--- config.mk ---
export PLATFORM = sky130hd
export DESIGN_NAME = data_mem_arbiter_flat
export DESIGN_NICKNAME = d
export VERILOG_FILES = /design/src/rtl/data_mem_arbiter_if.sv /design/src/rtl/data_mem_arbiter.sv /design/src/flat_wrapper.sv
export SDC_FILE = /design/constraint.sdc
export NUM_CORES = 1
export LEC_CHECK = 0
export CAP_MARGIN = 20
export CORE_MARGIN = 3
export CORE_UTILIZATION = 33
export DETAILED_ROUTE_END_ITERATION = 8
export GPL_ROUTABILITY_DRIVEN = 0
export GPL_TIMING_DRIVEN = 0
export HOLD_SLACK_MARGIN = 0.08
export MAX_ROUTING_LAYER = met4
export PLACE_DENSITY = 0.9
export SKIP_CTS_REPAIR_TIMING = 1
export SLEW_MARGIN = 20
export SYNTH_ARGS = -nofsm -noshare
export SYNTH_HDL_FRONTEND = slang
export SYNTH_SLANG_ARGS = --single-unit
--- constraint.sdc ---
create_clock -name CLK -period 2.25 [get_ports CLK]
set_clock_uncertainty 0.2 [all_clocks]
set_input_delay 0.45 -clock CLK [delete_from_list [all_inputs] [get_ports CLK]]
set_output_delay 0.45 -clock CLK [all_outputs]
set_load 0.03 [all_outputs]
--- src/rtl/data_mem_arbiter_if.sv ---
// Bus bundle for data_mem_arbiter: core load/store port, external loader/debug port and data-memory port.
interface data_mem_arbiter_if #(
  parameter int DATA_W = 8,
  parameter int ADDR_W = 8
);
  logic              cpu_req;
  logic              cpu_we;
  logic [ADDR_W-1:0] cpu_addr;
  logic [DATA_W-1:0] cpu_wdata;
  logic              cpu_stall;
  logic [DATA_W-1:0] cpu_rdata;
  logic              cpu_rvalid;
  logic              ext_req;
  logic              ext_we;
  logic [ADDR_W-1:0] ext_addr;
  logic [DATA_W-1:0] ext_wdata;
  logic              ext_gnt;
  logic [DATA_W-1:0] ext_rdata;
  logic              ext_rvalid;
  logic              mem_we;
  logic              mem_re;
  logic [ADDR_W-1:0] mem_addr;
  logic [DATA_W-1:0] mem_wdata;
  logic [DATA_W-1:0] mem_rdata;
  logic              busy;

  modport slave (
    input  cpu_req, cpu_we, cpu_addr, cpu_wdata,
    input  ext_req, ext_we, ext_addr, ext_wdata,
    input  mem_rdata,
    output cpu_stall, cpu_rdata, cpu_rvalid,
    output ext_gnt, ext_rdata, ext_rvalid,
    output mem_we, mem_re, mem_addr, mem_wdata, busy
  );

  modport master (
    output cpu_req, cpu_we, cpu_addr, cpu_wdata,
    output ext_req, ext_we, ext_addr, ext_wdata,
    output mem_rdata,
    input  cpu_stall, cpu_rdata, cpu_rvalid,
    input  ext_gnt, ext_rdata, ext_rvalid,
    input  mem_we, mem_re, mem_addr, mem_wdata, busy
  );
endinterface

--- src/rtl/data_mem_arbiter.sv ---
// Two-requester (nRISC core / external port) arbiter for the single data-memory port, one access in flight.
// Define ARB_CPU_PRIO_EN for fixed CPU priority; default build uses round-robin on ties.
module data_mem_arbiter #(
  parameter int DATA_W   = 8,
  parameter int ADDR_W   = 8,
  parameter int READ_LAT = 1
) (
  input logic               CLK,
  input logic               RESET,
  data_mem_arbiter_if.slave bus
);
  typedef enum logic {IDLE, RD_WAIT} state_t;
  typedef enum logic {WIN_CPU, WIN_EXT} who_t;

  localparam logic [1:0] LAT = 2'(READ_LAT);

  state_t            state_reg, state_next;
  who_t              owner_reg, owner_next;
  logic [1:0]        cnt_reg, cnt_next;
  logic [DATA_W-1:0] cpu_rdata_reg, cpu_rdata_next;
  logic [DATA_W-1:0] ext_rdata_reg, ext_rdata_next;
  logic              cpu_rvalid_reg, cpu_rvalid_next;
  logic              ext_rvalid_reg, ext_rvalid_next;
`ifndef ARB_CPU_PRIO_EN
  who_t              last_winner_reg, last_winner_next;
`endif

  logic              cpu_cand;
  logic              cpu_issue;
  logic              ext_issue;
  logic              issue;
  logic              we_sel;
  logic [ADDR_W-1:0] addr_sel;
  logic [DATA_W-1:0] wdata_sel;

  always_ff @(posedge CLK) begin
    if (RESET) begin
      state_reg      <= IDLE;
      owner_reg      <= WIN_CPU;
      cnt_reg        <= 2'd0;
      cpu_rdata_reg  <= '0;
      ext_rdata_reg  <= '0;
      cpu_rvalid_reg <= 1'b0;
      ext_rvalid_reg <= 1'b0;
`ifndef ARB_CPU_PRIO_EN
      last_winner_reg <= WIN_EXT;
`endif
    end else begin
      state_reg      <= state_next;
      owner_reg      <= owner_next;
      cnt_reg        <= cnt_next;
      cpu_rdata_reg  <= cpu_rdata_next;
      ext_rdata_reg  <= ext_rdata_next;
      cpu_rvalid_reg <= cpu_rvalid_next;
      ext_rvalid_reg <= ext_rvalid_next;
`ifndef ARB_CPU_PRIO_EN
      last_winner_reg <= last_winner_next;
`endif
    end
  end

  always_comb begin
    state_next      = state_reg;
    owner_next      = owner_reg;
    cnt_next        = cnt_reg;
    cpu_rdata_next  = cpu_rdata_reg;
    ext_rdata_next  = ext_rdata_reg;
    cpu_rvalid_next = 1'b0;
    ext_rvalid_next = 1'b0;
`ifndef ARB_CPU_PRIO_EN
    last_winner_next = last_winner_reg;
`endif
    cpu_issue = 1'b0;
    ext_issue = 1'b0;
    we_sel    = 1'b0;
    addr_sel  = '0;
    wdata_sel = '0;
    // A CPU request still high in its own rvalid cycle is the read just served, not a new access.
    cpu_cand  = bus.cpu_req && !cpu_rvalid_reg;

    case (state_reg)
      IDLE: begin
        if (!RESET) begin
`ifdef ARB_CPU_PRIO_EN
          cpu_issue = cpu_cand;
          ext_issue = bus.ext_req && !cpu_cand;
`else
          if (cpu_cand && bus.ext_req) begin
            cpu_issue = (last_winner_reg == WIN_EXT);
            ext_issue = (last_winner_reg == WIN_CPU);
          end else begin
            cpu_issue = cpu_cand;
            ext_issue = bus.ext_req;
          end
`endif
        end
      end
      RD_WAIT: begin
        cnt_next = cnt_reg - 2'd1;
        if (cnt_reg == 2'd1) begin
          state_next = IDLE;
          if (owner_reg == WIN_CPU) begin
            cpu_rdata_next  = bus.mem_rdata;
            cpu_rvalid_next = 1'b1;
          end else begin
            ext_rdata_next  = bus.mem_rdata;
            ext_rvalid_next = 1'b1;
          end
        end
      end
    endcase

    if (cpu_issue) begin
      we_sel    = bus.cpu_we;
      addr_sel  = bus.cpu_addr;
      wdata_sel = bus.cpu_wdata;
    end else if (ext_issue) begin
      we_sel    = bus.ext_we;
      addr_sel  = bus.ext_addr;
      wdata_sel = bus.ext_wdata;
    end
    issue = cpu_issue || ext_issue;

    if (issue) begin
`ifndef ARB_CPU_PRIO_EN
      last_winner_next = cpu_issue ? WIN_CPU : WIN_EXT;
`endif
      if (!we_sel) begin
        state_next = RD_WAIT;
        owner_next = cpu_issue ? WIN_CPU : WIN_EXT;
        cnt_next   = LAT;
      end
    end
  end

  assign bus.mem_we     = issue && we_sel;
  assign bus.mem_re     = issue && !we_sel;
  assign bus.mem_addr   = addr_sel;
  assign bus.mem_wdata  = wdata_sel;
  assign bus.ext_gnt    = ext_issue;
  assign bus.cpu_stall  = bus.cpu_req && !((cpu_issue && bus.cpu_we) || cpu_rvalid_reg);
  assign bus.cpu_rdata  = cpu_rdata_reg;
  assign bus.ext_rdata  = ext_rdata_reg;
  assign bus.cpu_rvalid = cpu_rvalid_reg;
  assign bus.ext_rvalid = ext_rvalid_reg;
  assign bus.busy       = (state_reg == RD_WAIT);
endmodule

--- src/flat_wrapper.sv ---
// flat-port wrapper written by rule: the top's interface ports become plain ports
module data_mem_arbiter_flat 
#(
  parameter int DATA_W   = 8,
  parameter int ADDR_W   = 8,
  parameter int READ_LAT = 1
)
  (CLK, RESET, bus_cpu_req, bus_cpu_we, bus_cpu_addr, bus_cpu_wdata, bus_ext_req, bus_ext_we, bus_ext_addr, bus_ext_wdata, bus_mem_rdata, bus_cpu_stall, bus_cpu_rdata, bus_cpu_rvalid, bus_ext_gnt, bus_ext_rdata, bus_ext_rvalid, bus_mem_we, bus_mem_re, bus_mem_addr, bus_mem_wdata, bus_busy);
  data_mem_arbiter_if #(.DATA_W(DATA_W), .ADDR_W(ADDR_W)) bus_i ();
  input logic CLK;
  input logic RESET;
  input wire logic [$bits(bus_i.cpu_req)-1:0] bus_cpu_req;
  input wire logic [$bits(bus_i.cpu_we)-1:0] bus_cpu_we;
  input wire logic [$bits(bus_i.cpu_addr)-1:0] bus_cpu_addr;
  input wire logic [$bits(bus_i.cpu_wdata)-1:0] bus_cpu_wdata;
  input wire logic [$bits(bus_i.ext_req)-1:0] bus_ext_req;
  input wire logic [$bits(bus_i.ext_we)-1:0] bus_ext_we;
  input wire logic [$bits(bus_i.ext_addr)-1:0] bus_ext_addr;
  input wire logic [$bits(bus_i.ext_wdata)-1:0] bus_ext_wdata;
  input wire logic [$bits(bus_i.mem_rdata)-1:0] bus_mem_rdata;
  output wire logic [$bits(bus_i.cpu_stall)-1:0] bus_cpu_stall;
  output wire logic [$bits(bus_i.cpu_rdata)-1:0] bus_cpu_rdata;
  output wire logic [$bits(bus_i.cpu_rvalid)-1:0] bus_cpu_rvalid;
  output wire logic [$bits(bus_i.ext_gnt)-1:0] bus_ext_gnt;
  output wire logic [$bits(bus_i.ext_rdata)-1:0] bus_ext_rdata;
  output wire logic [$bits(bus_i.ext_rvalid)-1:0] bus_ext_rvalid;
  output wire logic [$bits(bus_i.mem_we)-1:0] bus_mem_we;
  output wire logic [$bits(bus_i.mem_re)-1:0] bus_mem_re;
  output wire logic [$bits(bus_i.mem_addr)-1:0] bus_mem_addr;
  output wire logic [$bits(bus_i.mem_wdata)-1:0] bus_mem_wdata;
  output wire logic [$bits(bus_i.busy)-1:0] bus_busy;
  assign bus_i.cpu_req = bus_cpu_req;
  assign bus_i.cpu_we = bus_cpu_we;
  assign bus_i.cpu_addr = bus_cpu_addr;
  assign bus_i.cpu_wdata = bus_cpu_wdata;
  assign bus_i.ext_req = bus_ext_req;
  assign bus_i.ext_we = bus_ext_we;
  assign bus_i.ext_addr = bus_ext_addr;
  assign bus_i.ext_wdata = bus_ext_wdata;
  assign bus_i.mem_rdata = bus_mem_rdata;
  assign bus_cpu_stall = bus_i.cpu_stall;
  assign bus_cpu_rdata = bus_i.cpu_rdata;
  assign bus_cpu_rvalid = bus_i.cpu_rvalid;
  assign bus_ext_gnt = bus_i.ext_gnt;
  assign bus_ext_rdata = bus_i.ext_rdata;
  assign bus_ext_rvalid = bus_i.ext_rvalid;
  assign bus_mem_we = bus_i.mem_we;
  assign bus_mem_re = bus_i.mem_re;
  assign bus_mem_addr = bus_i.mem_addr;
  assign bus_mem_wdata = bus_i.mem_wdata;
  assign bus_busy = bus_i.busy;
  data_mem_arbiter #(.DATA_W(DATA_W), .ADDR_W(ADDR_W), .READ_LAT(READ_LAT)) u_core (.CLK(CLK), .RESET(RESET), .bus(bus_i));
endmodule
Word level (Yosys, flattened, before mapping)
Cells that the tools add are included.

Reductions and logical operators: 15. Bitwise logic cells: 5. Add/subtract/negate cells: 1. Equality and inequality tests: 1. Muxes and demuxes: 22.

Operator list (number): $mux 8 (4); $mux 1 (15); $logic_and 1x1->1 (6); $mux 2 (3); $reduce_and 3->1 (2); $not 1->1 (5); $logic_not 1->1 (3); $reduce_or 3->1 (1); $eq 2x1->1 const B (1); $logic_or 1x1->1 (2); $reduce_and 2->1 (1); $sub 2x1->2 const B (1).

Register bits after elaboration: 23. Bits of input ports: 46. Logic and storage cells: 52. Output and inout bits: 39.

Depth between registers and ports, before layout
Depth in word-level cells: 10. Gate-level depth with buffers: 6. Gate-level depth less buffers: 5.

Least setup slack after synthesis
No wires, ideal clock.

Kind: flip-flop to output port. Start: register u_core.state_reg, in the netlist u_core.bus.busy. End: output port bus_mem_addr[5]. Cell stages (with the launch flop): 7. Arrival time: 1.803 ns. Path buffers: 2. Setup slack: -0.203 ns. Required time: 1.600 ns. Cell sequence: dfxtp_1 -> buf_6 -> nor2_1 -> nand3_1 -> clkinv_1 -> clkbuf_1 -> a22o_1.

Cells in the longest elaborated chain, start to end: 3. Elaborated cells between the ends (all ways): 4. Classes of those cells: mux: 4.

RTL lines: from (decl) (RTL line data_mem_arbiter.sv:17) `state_t state_reg, state_next;`; from (signal assigned) (RTL line data_mem_arbiter.sv:49) `state_reg <= state_next;`; $mux 1 (RTL line data_mem_arbiter.sv:81) `case (state_reg)`; net bus_ext_gnt (RTL line flat_wrapper.sv:24) `output wire logic [$bits(bus_i.ext_gnt)-1:0] bus_ext_gnt;`; $mux 8 (RTL line data_mem_arbiter.sv:117) `end else if (ext_issue) begin`; $mux 8 (RTL line data_mem_arbiter.sv:113) `if (cpu_issue) begin`; to (decl) (RTL line flat_wrapper.sv:29) `output wire logic [$bits(bus_i.mem_addr)-1:0] bus_mem_addr;`.

The timed path passes the listed nets, and every way through them passes these cells.

Worst setup path in the final report
Start: register u_core.cpu_rvalid_reg, in the netlist u_core.bus.cpu_rvalid. End: output port bus_mem_wdata[5].

Cells in the longest elaborated chain, start to end: 8. Elaborated cells between the ends (all ways): 11. Classes of those cells: mux: 8; reduce/logical: 3.

RTL lines: from (decl) (RTL line data_mem_arbiter.sv:22) `logic cpu_rvalid_reg, cpu_rvalid_next;`; from (signal assigned) (RTL line data_mem_arbiter.sv:54) `cpu_rvalid_reg <= cpu_rvalid_next;`; $logic_not 1->1 (*) (RTL line data_mem_arbiter.sv:79) `cpu_cand = bus.cpu_req && !cpu_rvalid_reg;`; $logic_and 1x1->1 (*) (RTL line data_mem_arbiter.sv:79); $logic_and 1x1->1 (RTL line data_mem_arbiter.sv:88) `if (cpu_cand && bus.ext_req) begin`; $mux 1 (RTL line data_mem_arbiter.sv:88); $mux 1 (RTL line data_mem_arbiter.sv:83) `if (!RESET) begin`; $mux 1 (RTL line data_mem_arbiter.sv:81); $mux 8 (RTL line data_mem_arbiter.sv:117); $mux 8 (*) (RTL line data_mem_arbiter.sv:113); to (decl) (RTL line flat_wrapper.sv:30) `output wire logic [$bits(bus_i.mem_wdata)-1:0] bus_mem_wdata;`.

Mark *: on every way between the ends. The rest lies on a longest branch, timed or not.

==> results.toml <==
[critical_path]
path_class = "flip-flop to output port"
critPathSlowestCell = "or4b_4"
end_kind = "output port"
critPathMaxFanout = 5
crit_path_start_kind = "flip-flop"
cp_top_family = "simple AND/OR/NAND/NOR gates"
cp.required_ns = 1.60
critical-path-max-stage-delay_ns = 0.62
critPathBufInv = 2
critical_path.cell_chain = "or4b_4 > nor2_4 > buf_12 > a22o_4 > buf_6"
arrival_ns = 1.92

[global_routing]
met2_usage_pct = 29.5
grt_pass1_wl_um = 5340
antenna_found_initial = 0
grt_max_degree = 13
gr-total-overflow = 0
grt_busiest_layer = "met2"
met1_usage_pct = 18.3
grt_pass1_vias = 1236
gr-usage-met3_pct = 4.63
grt_usage_pct = 16.8

[floorplan]
die_area_um2 = 4050
die_w_um = 63.7
row_count = 20
core_area_um2 = 3100
start_util_pct = 35.4
die_h_um = 63.7
ios = 85

[worst_hold_path]
hp-class = "flip-flop to flip-flop"

[timing]
timing.fmax_ghz = 0.390
worst_slack_ns = -0.316
maxSlewHeadroom_pct = 63.9
setup_viol = 19
min_period_over_period_pct = 114
finalHoldViolCount = 0
fin_crit_ns = 2.57
tightestPinTransition_ns = 0.535
slew_viol_final = 0
rsz0062_at_grt = "yes"

[detailed_routing]
first_iter_violations = 43
drt_wl_total_um = 3480
wl_per_cell_um = 13.3
via_per_inst = 4.77
drtAntennaViolNets = 0
drt_pass1_iterations = 4
vias = 1245
drc = 0

[cts]
cts_tree = "done"
root_buffer = "clkbuf_4"
clock_path_buffers = 2
cts.sinks = 23
htreeDepth = 1
clk-insertion-delay-late_ns = 0.31
cts_buffers = 3
path_clk_slew_ns = 0.12

[yosys]
synthTopCellsByArea = "dfxtp_1 (42%), a22o_1 (13%), mux2i_1 (7.3%)"
yosysSeqAreaShare_pct = 42.0
syn_avg_cell_area_um2 = 9.14
postSynthCellCount = 120
yosysTopAreaCellShare_pct = 42.0
synthFlopType = "dfxtp_1"
synth_nets = 167
synth_seq_cells = 23
synth_top_area_cell = "dfxtp_1"
synth_cell_types = 30
async_reset_ff_share_pct = 0
netlist_area_um2 = 1100
synth_edf_count = 0
synth_warnings = 0

[final_layout]
drive_above_1_share_pct = 24.9
nNetsFinal = 265
final_cell_mix = "clkdlybuf4s50_1 (62), dfxtp_1 (21), buf_6 (18)"
instances_no_fill = 261
syn_to_final_growth_pct = 104
final_common_cell = "clkdlybuf4s50_1"
diodes = 0
final_util_pct = 72.1
final_cell_area_um2 = 2240

[pwr]
max-vdd-ir-drop_mv = 0.288
power.density_nw_per_um2 = 615
leakage_nw = 0.970

[status]
status = "finished with violations"
failed_checks = "negative setup slack"

[place]
place_area_um2 = 2080
dp_hpwl_um = 2640
dp_cells = 248
numPortBuffers = 84

[run]
maxCapViolCount = 0
per-layer routing:
metal / share of wire (%) / vias up
li1: - / 627
met1: 40 / 561
met2: 52 / 53
met3: 6.7 / 4
met4: 1.1 / 0
met5: 0 / -
area by class of cell:
| type | instances | area [um^2] |
|---|---|---|
| Multi-Input combinational cell | 87 | 679 |
| Inverter | 4 | 15.0 |
| Timing Repair Buffer | 93 | 945 |
| Clock buffer | 4 | 26.3 |
| Buffer | 6 | 47.5 |
| Sequential cell | 23 | 468 |
| Fill cell | 250 | 867 |
| Tap cell | 44 | 55.1 |
worst register-to-register path, stage by stage (launching register included):
cell and delay [ns]:
dfxtp_4 0.38, or4b_4 0.62, nor3b_4 0.30, buf_4 0.16
o32ai_1 0.09
logic make-up (layout without fill, tap and decap cells):
kind of cell             after synthesis  in the layout  share of synthesized area (%)
multiplexers                           8              8                           7.30
adder cells (fa/ha/maj)                1              1                           1.14
buffers and inverters                 11            107                           5.24
AO/OA/AOI/OAI                         32             32                           21.8
XOR/XNOR                               1              1                          0.798
AND/OR/NAND/NOR                       44             45                           21.8
flip-flops                            23             23                           42.0
cells in the mapped netlist, types with 2 or more instances:
library cell,n
nand3b_1,2
dfxtp_1,23
o32ai_1,2
o21ai_0,3
buf_6,2
nor2b_1,2
nor2_1,12
mux2i_1,8
inv_1,3
clkbuf_1,4
nand3_1,2
nand2_1,17
a21oi_1,8
a22o_1,16
power breakdown:
part / internal, mW / switching [mW] / total (mW)
sequential: 0.454 / 0.0292 / 0.483
combinational: 0.362 / 0.342 / 0.704
clock: 0.0692 / 0.118 / 0.187
total: 0.885 / 0.489 / 1.37
stage by stage:
step / worst slack [ns] / hold slack, ns / total power, mW / TNS [ns]
5_1_grt: -0.371 / 0.295 / 1.45 / -6.04
3_3_place_gp: -1.15 / 0.241 / 1.12 / -21.34
6_report: -0.316 / 0.262 / 1.37 / -4.82
3_5_place_dp: -1.17 / 0.248 / 1.13 / -21.72
2_1_floorplan: 0.0286 / 0.257 / 0.874 / 0
4_1_cts: -1.18 / 0.264 / 1.32 / -21.25
worst paths after layout:
path | from | end | slack [ns] | depth (start not counted)
setup reg to reg | u_core.bus.cpu_rvalid$_SDFF_PP0_ | u_core.cnt_reg[0]$_SDFF_PP0_ | 0.37 | 4
hold / removal | u_core.bus.ext_rdata[6]$_SDFFE_PP0P_ | u_core.bus.ext_rdata[6]$_SDFFE_PP0P_ | 0.26 | 2
setup / recovery | u_core.bus.cpu_rvalid$_SDFF_PP0_ | bus_mem_wdata[5] | -0.32 | 5
hold reg to reg | u_core.bus.ext_rdata[6]$_SDFFE_PP0P_ | u_core.bus.ext_rdata[6]$_SDFFE_PP0P_ | 0.26 | 2
(Power assumes the default switching activity.)
